--- src/rtl/bitstream_msg_ctrl_if.sv ---
// ----------------------------------------------------------------------------
// bitstream_msg_ctrl_if
// Handshake bundle for the bit-to-byte message controller.
//   in_valid / in_ready / in_char          : character stream into the controller
//   out_valid / out_ready / out_byte / out_last : assembled bytes out
// Modports:
//   slave  : controller side (consumes characters, produces bytes)
//   master : environment side (character source and byte consumer)
// ----------------------------------------------------------------------------
interface bitstream_msg_ctrl_if;
    logic       in_valid;
    logic       in_ready;
    logic [7:0] in_char;
    logic       out_valid;
    logic       out_ready;
    logic [7:0] out_byte;
    logic       out_last;

    modport slave (
        input  in_valid, in_char, out_ready,
        output in_ready, out_valid, out_byte, out_last
    );

    modport master (
        output in_valid, in_char, out_ready,
        input  in_ready, out_valid, out_byte, out_last
    );
endinterface

--- src/rtl/bitstream_msg_ctrl.sv ---
// ----------------------------------------------------------------------------
// bitstream_msg_ctrl
// Assembles ASCII '0'/'1' characters into bytes and frames messages on newline.
//
// Ports:
//   clk        : clock, rising edge
//   reset      : synchronous, active-low reset
//   bus        : bitstream_msg_ctrl_if.slave (character in / byte out handshakes)
//   o_bit_idx  : bits held in the current partial byte
//   o_byte_cnt : bytes emitted in the current message (saturates at MSG_MAX_BYTES)
//   o_err_char : one-cycle pulse, accepted character was not '0', '1' or LF
//   o_overflow : sticky, a bit was dropped because the message is full
//   o_msg_done : one-cycle pulse, newline processed
//
// Optional feature macro: BITSTREAM_MSG_BITREV_EN
//   defined     : first received bit lands in out_byte[7] (MSB first)
//   not defined : first received bit lands in out_byte[0] (LSB first)
// ----------------------------------------------------------------------------
module bitstream_msg_ctrl #(
    parameter int MSG_MAX_BYTES = 16,
    parameter int CNT_W         = 5
) (
    input  logic                 clk,
    input  logic                 reset,
    bitstream_msg_ctrl_if.slave  bus,
    output logic [2:0]           o_bit_idx,
    output logic [CNT_W-1:0]     o_byte_cnt,
    output logic                 o_err_char,
    output logic                 o_overflow,
    output logic                 o_msg_done
);

    typedef enum logic {COLLECT = 1'b0, EMIT = 1'b1} state_t;

    state_t           r_state;
    state_t           w_state_nxt;
    logic [7:0]       r_shift;
    logic [2:0]       r_bit_idx;
    logic [CNT_W-1:0] r_byte_cnt;
    logic [7:0]       r_out_byte;
    logic             r_out_last;
    logic             r_err_char;
    logic             r_overflow;
    logic             r_msg_done;

    logic             w_accept;
    logic             w_is_bit;
    logic             w_is_nl;
    logic             w_full;
    logic [2:0]       w_pos;
    logic [7:0]       w_shift_set;

    assign w_accept = bus.in_valid && (r_state == COLLECT);
    assign w_is_bit = (bus.in_char == 8'h30) || (bus.in_char == 8'h31);
    assign w_is_nl  = (bus.in_char == 8'h0A);
    assign w_full   = (r_byte_cnt == CNT_W'(MSG_MAX_BYTES));

`ifdef BITSTREAM_MSG_BITREV_EN
    assign w_pos = 3'd7 - r_bit_idx;
`else
    assign w_pos = r_bit_idx;
`endif

    // The shift register is always cleared when a byte leaves, so OR-ing in the
    // new bit is enough; unfilled positions stay zero and form the padding.
    assign w_shift_set = r_shift | ({7'd0, bus.in_char[0]} << w_pos);

    // State register
    always_ff @(posedge clk) begin
        if (!reset) r_state <= COLLECT;
        else        r_state <= w_state_nxt;
    end

    // Next-state logic
    always_comb begin
        w_state_nxt = r_state;
        case (r_state)
            COLLECT: begin
                if (w_accept && w_is_bit && !w_full && (r_bit_idx == 3'd7))
                    w_state_nxt = EMIT;
                else if (w_accept && w_is_nl && (r_bit_idx != 3'd0))
                    w_state_nxt = EMIT;
            end
            EMIT: begin
                if (bus.out_ready) w_state_nxt = COLLECT;
            end
            default: w_state_nxt = COLLECT;
        endcase
    end

    // Handshake outputs decoded from state
    always_comb begin
        bus.in_ready  = (r_state == COLLECT);
        bus.out_valid = (r_state == EMIT);
    end

    // Datapath and status registers
    always_ff @(posedge clk) begin
        if (!reset) begin
            r_shift    <= 8'h00;
            r_bit_idx  <= 3'd0;
            r_byte_cnt <= '0;
            r_out_byte <= 8'h00;
            r_out_last <= 1'b0;
            r_err_char <= 1'b0;
            r_overflow <= 1'b0;
            r_msg_done <= 1'b0;
        end else begin
            r_err_char <= 1'b0;
            r_msg_done <= 1'b0;
            if (w_accept) begin
                if (w_is_bit) begin
                    if (w_full) begin
                        r_overflow <= 1'b1;
                    end else if (r_bit_idx == 3'd7) begin
                        r_out_byte <= w_shift_set;
                        r_out_last <= 1'b0;
                        r_shift    <= 8'h00;
                        r_bit_idx  <= 3'd0;
                    end else begin
                        r_shift    <= w_shift_set;
                        r_bit_idx  <= r_bit_idx + 3'd1;
                    end
                end else if (w_is_nl) begin
                    if (r_bit_idx != 3'd0) begin
                        r_out_byte <= r_shift;
                        r_out_last <= 1'b1;
                        r_shift    <= 8'h00;
                        r_bit_idx  <= 3'd0;
                    end
                    r_msg_done <= 1'b1;
                    r_byte_cnt <= '0;
                    r_overflow <= 1'b0;
                end else begin
                    r_err_char <= 1'b1;
                end
            end
            if ((r_state == EMIT) && bus.out_ready) begin
                // The closing partial byte belongs to a message the newline has
                // already ended, so its handoff leaves the count at zero.
                if (r_out_last)  r_byte_cnt <= '0;
                else if (!w_full) r_byte_cnt <= r_byte_cnt + CNT_W'(1);
            end
        end
    end

    assign bus.out_byte = r_out_byte;
    assign bus.out_last = r_out_last;
    assign o_bit_idx    = r_bit_idx;
    assign o_byte_cnt   = r_byte_cnt;
    assign o_err_char   = r_err_char;
    assign o_overflow   = r_overflow;
    assign o_msg_done   = r_msg_done;

endmodule

--- src/flat_wrapper.sv ---
// flat-port wrapper written by rule: the top's interface ports become plain ports
module bitstream_msg_ctrl_flat 
#(
    parameter int MSG_MAX_BYTES = 16,
    parameter int CNT_W         = 5
)
  (clk, reset, o_bit_idx, o_byte_cnt, o_err_char, o_overflow, o_msg_done, bus_in_valid, bus_in_char, bus_out_ready, bus_in_ready, bus_out_valid, bus_out_byte, bus_out_last);
  bitstream_msg_ctrl_if bus_i ();
  input  logic clk;
  input  logic reset;
  output logic [2:0] o_bit_idx;
  output logic [CNT_W-1:0] o_byte_cnt;
  output logic o_err_char;
  output logic o_overflow;
  output logic o_msg_done;
  input wire logic [$bits(bus_i.in_valid)-1:0] bus_in_valid;
  input wire logic [$bits(bus_i.in_char)-1:0] bus_in_char;
  input wire logic [$bits(bus_i.out_ready)-1:0] bus_out_ready;
  output wire logic [$bits(bus_i.in_ready)-1:0] bus_in_ready;
  output wire logic [$bits(bus_i.out_valid)-1:0] bus_out_valid;
  output wire logic [$bits(bus_i.out_byte)-1:0] bus_out_byte;
  output wire logic [$bits(bus_i.out_last)-1:0] bus_out_last;
  assign bus_i.in_valid = bus_in_valid;
  assign bus_i.in_char = bus_in_char;
  assign bus_i.out_ready = bus_out_ready;
  assign bus_in_ready = bus_i.in_ready;
  assign bus_out_valid = bus_i.out_valid;
  assign bus_out_byte = bus_i.out_byte;
  assign bus_out_last = bus_i.out_last;
  bitstream_msg_ctrl #(.MSG_MAX_BYTES(MSG_MAX_BYTES), .CNT_W(CNT_W)) u_core (.clk(clk), .reset(reset), .bus(bus_i), .o_bit_idx(o_bit_idx), .o_byte_cnt(o_byte_cnt), .o_err_char(o_err_char), .o_overflow(o_overflow), .o_msg_done(o_msg_done));
endmodule
--- config.mk ---
export PLATFORM = sky130hd
export DESIGN_NAME = bitstream_msg_ctrl_flat
export DESIGN_NICKNAME = d
export VERILOG_FILES = /design/src/rtl/bitstream_msg_ctrl_if.sv /design/src/rtl/bitstream_msg_ctrl.sv /design/src/flat_wrapper.sv
export SDC_FILE = /design/constraint.sdc
export NUM_CORES = 1
export LEC_CHECK = 0
export BUFFER_PORTS_ARGS = -buffer_cell sky130_fd_sc_hd__buf_4
export CORE_ASPECT_RATIO = 2
export CORE_MARGIN = 10
export CORE_UTILIZATION = 43
export DETAILED_ROUTE_END_ITERATION = 12
export GPL_ROUTABILITY_DRIVEN = 0
export GPL_TIMING_DRIVEN = 1
export PLACE_DENSITY = 0.75
export SYNTH_ARGS = -nofsm -noshare
export SYNTH_HDL_FRONTEND = slang
export SYNTH_SLANG_ARGS = --single-unit
--- constraint.sdc ---
create_clock -name clk -period 2.34 [get_ports clk]
set_input_delay 0.117 -clock clk [delete_from_list [all_inputs] [get_ports clk]]
set_output_delay 0.117 -clock clk [all_outputs]
set_load 0.03 [all_outputs]
==> impl_results.md, run 1 <==
- Result of the run: completed
- Root buf cell: sky130_fd_sc_hd__clkbuf_8
- Overall Global Routing Usage: 14.1%
- Die Footprint: 0.00610 sq mm
- Total inserted antenna cells: 0
- Placed wire-length estimate after detailed placement: 3200 um
- Count of max-cap constraint violations: 0
- Pin count of the biggest net entering global routing: 17
- Die width: 60.4 um
- Net Sw Frac: 23.6%
- Fraction of the cycle the final worst path needs: 85.0%
- Time the final worst path needs with I/O delays and setup: 1990 ps
- Count leader, synth: sky130_fd_sc_hd__dfxtp_1
- Simple-gate share of the synthesized area: 24.6%
- Sw power: 225 uW
- Proportion of synthesized area in mux cells: 0%
- Min-delay src: reset
- Worst r2r dst: u_core.bus.out_byte[2]
- Depth of the worst register-to-register path: 7
- Syn Area/Cell: 8.47 sq um
- Placeable core region: 0.00316 sq mm
- Setup TNS: 0 ps
- Top cells by instance count after synthesis: 29 x sky130_fd_sc_hd__dfxtp_1, 26 x sky130_fd_sc_hd__a21oi_1, 18 x sky130_fd_sc_hd__nor2_1, 12 x sky130_fd_sc_hd__nand2_1, 9 x sky130_fd_sc_hd__inv_1
- Logic pwr share: 6.5%
- Global-route wire length before repair: 6740 um
- Input/output buffers: 33
- Required time of the critical path: 2530 ps
- Internal: 725 uW
- Number of nets in the layout: 222
- Vias post-DR: 1394
- Die span in y: 101 um
- Sum of met2 wire segment lengths after detailed routing: 2270 um
- Post-Synth XOR/XNOR Area: 0.623%
- Clk sinks: 29
- Main combinational cell family by area after synthesis: simple AND/OR/NAND/NOR gates
- Hold buffer count at cts: 0
- WL met1: 1400 um
- Post-route DRC: 0
- Critical path data arrival time: 2170 ps
- Detail-routed net length per standard cell: 17.2 um
- Iteration-0 DRC Markers: 55
- Clock share of power: 41.3%
- Num ports: 34
- Post-CTS setup repair buffer count: 0
- Clock latency reported for the late side of the worst-skew pair: 290 ps
- Topmost layer with routed signal wires: met4
- Final WL: 4080 um
- Post-synthesis instance total: 166
- IR Drop Worst-Case VDD: 0.487 mV
- Share of Yosys cell area claimed by the top area cell type: 41.3%
- CP endpoint kind: flip-flop
- Remaining Overflow, GRT: 0
- Initial core utilization: 44.6%
- Compound-cell area share of the yosys netlist: 24.1%
- Antenna Violating Nets Remaining: 0
- LEAKAGE: 0.000678 uW
- Cell Count, Final, Fillers Out: 237
- Kind of start point of the critical path: flip-flop
- Maximum clock frequency: 503 MHz
- Area grow syn2layout: 26.4%
- Commonest register cell after synthesis: sky130_fd_sc_hd__dfxtp_1
- Clock tree from TritonCTS: yes
- Number of enable-type register cells in the synthesized netlist: 0
- Unrepaired setup endpoints after global routing: no
- Total count of hold-check failures in the final report: 0
- Total CTS buffers: 5
- Measured slew at the worst slew-check pin: 494 ps
- Yosys warning total: 0
- Distinct cell type count of the synthesized netlist: 32
- Syn Std Cell Area: 0.00141 sq mm
- Clock slew at the register clock pins of the worst setup and hold paths: 60 ps
- Worst Hold Slack: 90.2 ps
- Share of cells above drive strength 1: 24.3%
- Largest cells by area after synthesis: sky130_fd_sc_hd__dfxtp_1 41%, sky130_fd_sc_hd__a21oi_1 9.3%, sky130_fd_sc_hd__nor2_1 4.8%, sky130_fd_sc_hd__ha_1 4.4%, sky130_fd_sc_hd__a211oi_1 3.2%
- Pwr per Cell Area: 534 mW/mm^2
- Worst flop-to-flop path startpoint: u_core.o_byte_cnt[0]
- Sequential fraction of the synthesis area: 41.3%
- Vias per inst: 5.88
- Number of placement rows: 29
- Count of final max-slew check failures: 0
- Setup slack of the most critical reg-to-reg path: 350 ps
- Instance count after placement with tap cells included: 229
- Initial antenna violation count: 0
- Relative max-transition margin: 67.1%
- DRT Pass-1 Iters: 4
- FFs w/ async S/R, synth: 0%
- Highest fanout seen on the critical path: 9
- Min-Delay Path Class: input port to flip-flop
- Setup-violating endpoint count in the final report: 0
- Clock skew: 3.25 ps
- Adder-cell area share of the yosys netlist: 4.45%
- Flip-flop and latch count after synthesis: 29
- Yosys top cell by area: sky130_fd_sc_hd__dfxtp_1
- Post-synth net total: 183
- End of the worst hold path: u_core.bus.out_valid
- Vias in the first global route: 1466
- Worst Hold Path Cells: 2
- Bufs on Longest Clock Path: 2
- Post-CTS Resized: 0
- Setup Crit Path Kind: flip-flop to flip-flop
- Sequential cell fraction of total power: 52.3%
- Met3 routed WL: 301 um
- Htree depth: 2
==> layer usage <==
layer  track usage [%]  up-vias
li1                  -      687
met1              12.8      651
met2              25.7       44
met3              5.18       12
met4              6.79        0
met5                 0        -
==> worst max path at each step <==
| stage | start | to |
|---|---|---|
| 5_1_grt | u_core.o_byte_cnt[0] | u_core.bus.out_byte[2] |
| 4_1_cts | u_core.o_byte_cnt[0] | u_core.bus.out_byte[2] |
| 6_report | u_core.o_byte_cnt[0] | u_core.bus.out_byte[2] |
| 3_5_place_dp | u_core.o_byte_cnt[0] | u_core.bus.out_byte[2] |
| 2_1_floorplan | u_core.o_bit_idx[1] | u_core.r_shift[0] |
| 3_3_place_gp | u_core.o_byte_cnt[0] | u_core.bus.out_byte[3] |
==> cell type report <==
type                            instances  area [sq um]
Fill cell                             300          1380
Multi-Input combinational cell        122           757
Clock buffer                            6          72.6
Sequential cell                        29           581
Clock inverter                          2          10.0
Tap cell                               31          38.8
Inverter                                9          33.8
Timing Repair Buffer                   38           285
==> state kept, by name (all words and copies together), names as in the netlist <==
signal / count
u_core.bus.out_byte: 8
u_core.bus.out_last: 1
u_core.bus.out_valid: 1
u_core.o_bit_idx: 3
u_core.o_byte_cnt: 5
u_core.o_err_char: 1
u_core.o_msg_done: 1
u_core.o_overflow: 1
u_core.r_shift: 8
==> cell families after synthesis <==
kind of cell / after synthesis
XOR/XNOR: 1
AND/OR/NAND/NOR: 63
buffers and inverters: 15
adder cells (fa/ha/maj): 5
AO/OA/AOI/OAI: 53
flip-flops: 29
==> cells in the final DEF (no fill, tap or decap), types with 2 or more instances in the layout <==
cell / count
sky130_fd_sc_hd__ha_1: 5
sky130_fd_sc_hd__nor3_1: 6
sky130_fd_sc_hd__clkbuf_8: 5
sky130_fd_sc_hd__a32oi_1: 2
sky130_fd_sc_hd__o21ai_0: 4
sky130_fd_sc_hd__nand3_1: 8
sky130_fd_sc_hd__nand2b_1: 5
sky130_fd_sc_hd__or3_1: 2
sky130_fd_sc_hd__nand4_1: 4
sky130_fd_sc_hd__clkinv_2: 2
sky130_fd_sc_hd__nand4bb_1: 2
sky130_fd_sc_hd__o211ai_1: 2
sky130_fd_sc_hd__a311oi_1: 2
sky130_fd_sc_hd__a21oi_1: 26
sky130_fd_sc_hd__nand2_1: 12
sky130_fd_sc_hd__buf_4: 38
sky130_fd_sc_hd__a211oi_1: 6
sky130_fd_sc_hd__a31oi_1: 6
sky130_fd_sc_hd__nor3_2: 2
sky130_fd_sc_hd__nor2_1: 18
sky130_fd_sc_hd__dfxtp_1: 29
sky130_fd_sc_hd__inv_1: 9
==> power groups by stage <==
stage	logic [uW]	clock network [uW]	registers, uW
2_1_floorplan	28.0	0	510
3_3_place_gp	59.3	0	507
3_5_place_dp	60.6	0	507
4_1_cts	60.8	403	496
5_1_grt	67.1	420	496
6_report	61.3	392	496
==> worst max-delay path, stage by stage, from the launching register on <==
cell and delay (ps):
sky130_fd_sc_hd__dfxtp_1 350, sky130_fd_sc_hd__inv_1 90, sky130_fd_sc_hd__ha_1 190, sky130_fd_sc_hd__nand4bb_1 230, sky130_fd_sc_hd__a32oi_1 470, sky130_fd_sc_hd__nor3_2 80, sky130_fd_sc_hd__buf_4 190, sky130_fd_sc_hd__a311oi_1 290
==> stage by stage <==
step	total power (uW)	cell area [sq um]	utilization, %	setup WS, ps
after floorplan	538	1410	-	514
after global placement	566	1700	53.7	479
after detailed placement	568	1700	53.7	409
after CTS	960	1780	56.3	389
after global routing	983	1780	56.3	268
final	950	1780	56.3	351
No activity file was read; power rests on OpenSTA's default activity.
==> run 2, diff against run 1 <==
Settings changed: PLACE_DENSITY 0.75 to 0.78.
Clock period 2.34 ns to 1.8 ns, I/O delays scaled along.
==> impl_results.md, run 2 (synthesis gave the netlist of run 1 again) <==
- Vias per inst: 5.93
- Total inserted antenna cells: 0
- Placeable core region: 0.00316 sq mm
- Overall Global Routing Usage: 13.5%
- Count of max-cap constraint violations: 0
- Detail-routed net length per standard cell: 16.4 um
- Required time of the critical path: 1970 ps
- Htree depth: 2
- Relative max-transition margin: 72.4%
- Measured slew at the worst slew-check pin: 408 ps
- Critical path data arrival time: 1830 ps
- LEAKAGE: 0.000721 uW
- Pwr per Cell Area: 685 mW/mm^2
- Worst Hold Slack: 83.7 ps
- Num ports: 34
- Vias post-DR: 1452
- Setup-violating endpoint count in the final report: 0
- Iteration-0 DRC Markers: 36
- Clk sinks: 29
- Count of final max-slew check failures: 0
- Global-route wire length before repair: 6470 um
- Input/output buffers: 33
- Total CTS buffers: 5
- Commonest cells after routing, fill and taps aside: 46 x sky130_fd_sc_hd__buf_4, 27 x sky130_fd_sc_hd__dfxtp_1, 26 x sky130_fd_sc_hd__a21oi_1
- Number of placement rows: 29
- Result of the run: completed
- Clock latency reported for the late side of the worst-skew pair: 290 ps
- Final WL: 4010 um
- CP endpoint kind: flip-flop
- Post-CTS setup repair buffer count: 0
- Share of cells above drive strength 1: 28.5%
- Setup TNS: 0 ps
- DRT Pass-1 Iters: 4
- Number of nets in the layout: 230
- Post-CTS Resized: 0
- Vias in the first global route: 1414
- Most frequent standard cell in the layout excluding fill and tap cells: sky130_fd_sc_hd__buf_4
- Kind of start point of the critical path: flip-flop
- Clock tree from TritonCTS: yes
- Die width: 60.4 um
- Placed wire-length estimate after detailed placement: 3110 um
- Min-Delay Path Class: input port to flip-flop
- Area grow syn2layout: 31.8%
- Maximum clock frequency: 601 MHz
- Highest fanout seen on the critical path: 9
- Remaining Overflow, GRT: 0
- Unrepaired setup endpoints after global routing: no
- Setup Crit Path Kind: flip-flop to flip-flop
- Hold buffer count at cts: 0
- Root buf cell: sky130_fd_sc_hd__clkbuf_8
- Clock slew at the register clock pins of the worst setup and hold paths: 70 ps
- Die span in y: 101 um
- Bufs on Longest Clock Path: 2
- Antenna Violating Nets Remaining: 0
- IR Drop Worst-Case VDD: 0.482 mV
- Clock skew: 6.40 ps
- Initial core utilization: 44.6%
- Die Footprint: 0.00610 sq mm
- Fillers: 307
- Pin count of the biggest net entering global routing: 13
- Initial antenna violation count: 0
- Fraction of the cycle the final worst path needs: 92.5%
- Post-route DRC: 0
- Time the final worst path needs with I/O delays and setup: 1670 ps
- Total count of hold-check failures in the final report: 0
[run 2: changes by cell type in the layout (fill, tap and decap cells not counted)]
cell | previous run | this run
sky130_fd_sc_hd__nor3_2 | 2 | 1
sky130_fd_sc_hd__clkinvlp_4 | 0 | 1
sky130_fd_sc_hd__buf_4 | 38 | 46
sky130_fd_sc_hd__dfxtp_4 | 0 | 1
sky130_fd_sc_hd__clkbuf_1 | 1 | 0
sky130_fd_sc_hd__nor3_4 | 0 | 1
sky130_fd_sc_hd__dfxtp_1 | 29 | 27
sky130_fd_sc_hd__dfxtp_2 | 0 | 1
[run 2: final cells by class]
cell class                 instances  area, sq um  area share, %
multi-input combinational        122          763           41.2
sequential                        29          586           31.6
timing repair buffer              46          345           18.6
clock inverter                     3         17.5          0.945
tap                               31         38.8           2.09
inverter                           9         33.8           1.82
clock buffer                       5         68.8           3.71
[run 2: worst paths after layout]
check	startpoint	end	slack, ps	cells past startpoint
worst min register to register	u_core.r_shift[2]	u_core.r_shift[2]	470	2
worst max register to register	u_core.o_bit_idx[1]	u_core.r_shift[7]	130	6
worst max-delay path	u_core.o_bit_idx[1]	u_core.r_shift[7]	130	6
worst min-delay path	reset	u_core.bus.out_valid	80	2
[run 2: power by group]
| group | total [uW] | switching, uW | internal (uW) |
|---|---|---|---|
| sequential | 643 | 0.980 | 642 |
| clock | 538 | 272 | 266 |
| combinational | 88.5 | 51.0 | 37.5 |
| total | 1270 | 324 | 946 |
[run 2: critical path, cell delays in order (launching register included)]
cell and delay (ps):
sky130_fd_sc_hd__dfxtp_4 390, sky130_fd_sc_hd__ha_1 170, sky130_fd_sc_hd__ha_1 210, sky130_fd_sc_hd__inv_1 110, sky130_fd_sc_hd__a211oi_4 250, sky130_fd_sc_hd__a21o_1 320
sky130_fd_sc_hd__nor2_1 100
[run 2: routing by layer]
metal | vias to the layer above | share of wire (%) | GRT usage [%]
li1 | 699 | - | -
met2 | 42 | 58 | 25.7
met5 | - | 0 | 0
met4 | 0 | 1.8 | 5.60
met1 | 702 | 35 | 12.2
met3 | 9 | 5.1 | 3.91
[run 2: stage by stage]
step | util [%] | area (sq um) | worst slack (ps) | total power [uW] | std cells
2_1_floorplan | - | 1410 | 12.0 | 700 | 166
3_3_place_gp | 55.6 | 1760 | 117 | 745 | 237
3_5_place_dp | 55.6 | 1760 | 37.8 | 746 | 237
4_1_cts | 58.4 | 1840 | 17.4 | 1270 | 245
5_1_grt | 58.7 | 1850 | 5.97 | 1300 | 245
6_report | 58.7 | 1850 | 135 | 1270 | 245
==> run 3, diff against run 2 <==
Settings changed: SETUP_SLACK_MARGIN set to 0.5.
==> impl_results.md, run 3 (synthesis gave the netlist of run 1 again) <==
- Result of the run: completed
- Clk sinks: 29
- Required time of the critical path: 1950 ps
- Number of logic stages on the critical path including buffering: 8
- LEAKAGE: 0.000788 uW
- Kind of start point of the critical path: flip-flop
- Clock latency reported for the late side of the worst-skew pair: 290 ps
- Die span in y: 101 um
- Number of placement rows: 29
- Root buf cell: sky130_fd_sc_hd__clkbuf_8
- Fillers: 213
- Clock tree from TritonCTS: yes
- Dominant cell type by count on the critical path: sky130_fd_sc_hd__buf_4
- Fraction of the cycle the final worst path needs: 88.0%
- Area of combinational cells with multiple inputs: 996 sq um
- Pwr per Cell Area: 593 mW/mm^2
- GR Util met3: 5.68%
- Iteration-0 DRC Markers: 100
- Count of final max-slew check failures: 0
- Post-route DRC: 0
- Vias post-DR: 1636
- Commonest cells after routing, fill and taps aside: 48 x sky130_fd_sc_hd__buf_4, 22 x sky130_fd_sc_hd__a21oi_1, 20 x sky130_fd_sc_hd__dfxtp_1
- Input/output buffers: 33
- Hold buffer count at cts: 0
- IR Drop Worst-Case VDD: 0.543 mV
- Met1 track utilization from global routing: 13.8%
- Maximum clock frequency: 632 MHz
- Antenna Violating Nets Remaining: 0
- Met2 global-route usage: 29.9%
- Cell-by-cell trace of the critical path: inv_4, ha_4, nand2b_4, buf_4, buf_4, a32o_2, a21oi_1, a211oi_1
- Min-Delay Path Class: input port to flip-flop
- Detail-routed net length per standard cell: 20.5 um
- Depth of the worst register-to-register path: 8
- Final WL: 5160 um
- Total inserted antenna cells: 0
- Slowest stage cell on the critical path: sky130_fd_sc_hd__dfxtp_4
- Initial antenna violation count: 0
- Share of cells above drive strength 1: 48.0%
- Combined flip-flop and latch cell area: 602 sq um
- Number of nets in the layout: 237
- Area post-placement: 0.00178 sq mm
- Global-route wire length before repair: 7810 um
- Unrepaired setup endpoints after global routing: yes
- Total count of hold-check failures in the final report: 0
- Buf+Inv Stages, Crit Path: 3
- Remaining Overflow, GRT: 0
- Placed wire-length estimate after detailed placement: 3220 um
- Top cell family by delay on the critical path: compound AO/OA/AOI/OAI gates
- Total CTS buffers: 5
- Total Power: 1280 uW
- Highest fanout seen on the critical path: 6
- Worst Hold Path Cells: 2
- Post-route design area: 0.00215 sq mm
- Setup Crit Path Kind: flip-flop to flip-flop
- Setup-violating endpoint count in the final report: 0
- Die width: 60.4 um
- Setup TNS: 0 ps
- Relative max-transition margin: 61.2%
- Vias in the first global route: 1703
- Most frequent standard cell in the layout excluding fill and tap cells: sky130_fd_sc_hd__buf_4
- Time the final worst path needs with I/O delays and setup: 1580 ps
- Num ports: 34
- Htree depth: 2
- Initial core utilization: 44.6%
- Clock skew: 7.55 ps
- Longest individual stage delay on the worst path: 380 ps
- CP endpoint kind: flip-flop
- Die Footprint: 0.00610 sq mm
- Most crowded layer after global routing: met2
- Placeable core region: 0.00316 sq mm
- Bufs on Longest Clock Path: 2
- Critical path data arrival time: 1740 ps
- Overall Global Routing Usage: 16.6%
- DRT Pass-1 Iters: 5
- Clock slew at the register clock pins of the worst setup and hold paths: 70 ps
- Count of max-cap constraint violations: 0
- Vias per inst: 6.49
- Area grow syn2layout: 52.8%
- Pin count of the biggest net entering global routing: 17
- Measured slew at the worst slew-check pin: 582 ps
==> run 3: changes by cell type in the layout (fill, tap and decap cells not counted), moves of 4 or more <==
| cell | previous run | this run |
|---|---|---|
| sky130_fd_sc_hd__ha_1 | 5 | 1 |
| sky130_fd_sc_hd__dfxtp_2 | 1 | 5 |
| sky130_fd_sc_hd__inv_1 | 9 | 4 |
| sky130_fd_sc_hd__dfxtp_1 | 27 | 20 |
| sky130_fd_sc_hd__a21oi_1 | 26 | 22 |
| sky130_fd_sc_hd__nor2_2 | 0 | 4 |
| sky130_fd_sc_hd__ha_4 | 0 | 4 |
| sky130_fd_sc_hd__a21oi_2 | 0 | 4 |
| sky130_fd_sc_hd__nor2_1 | 18 | 13 |
==> run 3: final cells by class <==
type                    instances  area share (%)
flip-flops and latches         29            28.0
multi-input cells             125            46.3
clock buffers                   6            3.38
inverters                       9            1.80
well taps                      31            1.80
repair buffers                 50            18.2
clock inverters                 2           0.466
==> run 3: routing by layer <==
metal  share of wire (%)  routed length, um
met1                  32               1680
met2                  53               2740
met3                 8.3                429
met4                 6.2                318
met5                   0                  0
==> run 3: metrics by stage <==
stage / setup WS [ps] / hold WS, ps / utilization [%] / cells
after floorplan: 323 / 216 / - / 166
after global placement: 183 / 349 / 56.5 / 227
after detailed placement: 180 / 358 / 56.5 / 227
after CTS: 275 / 54.1 / 65.5 / 248
after global routing: 113 / 78.0 / 68.1 / 252
final: 217 / 72.8 / 68.1 / 252
==> run 3: worst reg2reg max path, delay by kind of cell, from the launching register on <==
kind | cells | cell delay [ps]
buffers and inverters | 3 | 330
DFF | 1 | 380
adders and majority gates | 1 | 130
AOI/OAI and AO/OA | 3 | 530
and+or+nand+nor | 1 | 80
==> run 3: power by group <==
group / internal (uW) / switching (uW) / leakage [uW]
sequential: 638 / 1.04 / 0.000240
combinational: 38.9 / 62.4 / 0.000503
clock: 267 / 268 / 0.0000450
==> run 3: worst paths after layout <==
check	startpoint	endpoint	slack, ps
setup reg to reg	u_core.o_bit_idx[0]	u_core.bus.out_byte[3]	220
setup / recovery	u_core.o_bit_idx[0]	u_core.bus.out_byte[3]	220
hold reg to reg	u_core.r_shift[4]	u_core.r_shift[4]	490
hold / removal	reset	u_core.bus.out_valid	70
==> run 3: timing repair <==
action / 4_1_cts / 5_1_grt
setup endpoints to repair: 27 / 27
cloned: 3 / 0
setup buffers: 10 / 4
resized for setup: 14 / 16
pin swaps: 19 / 6
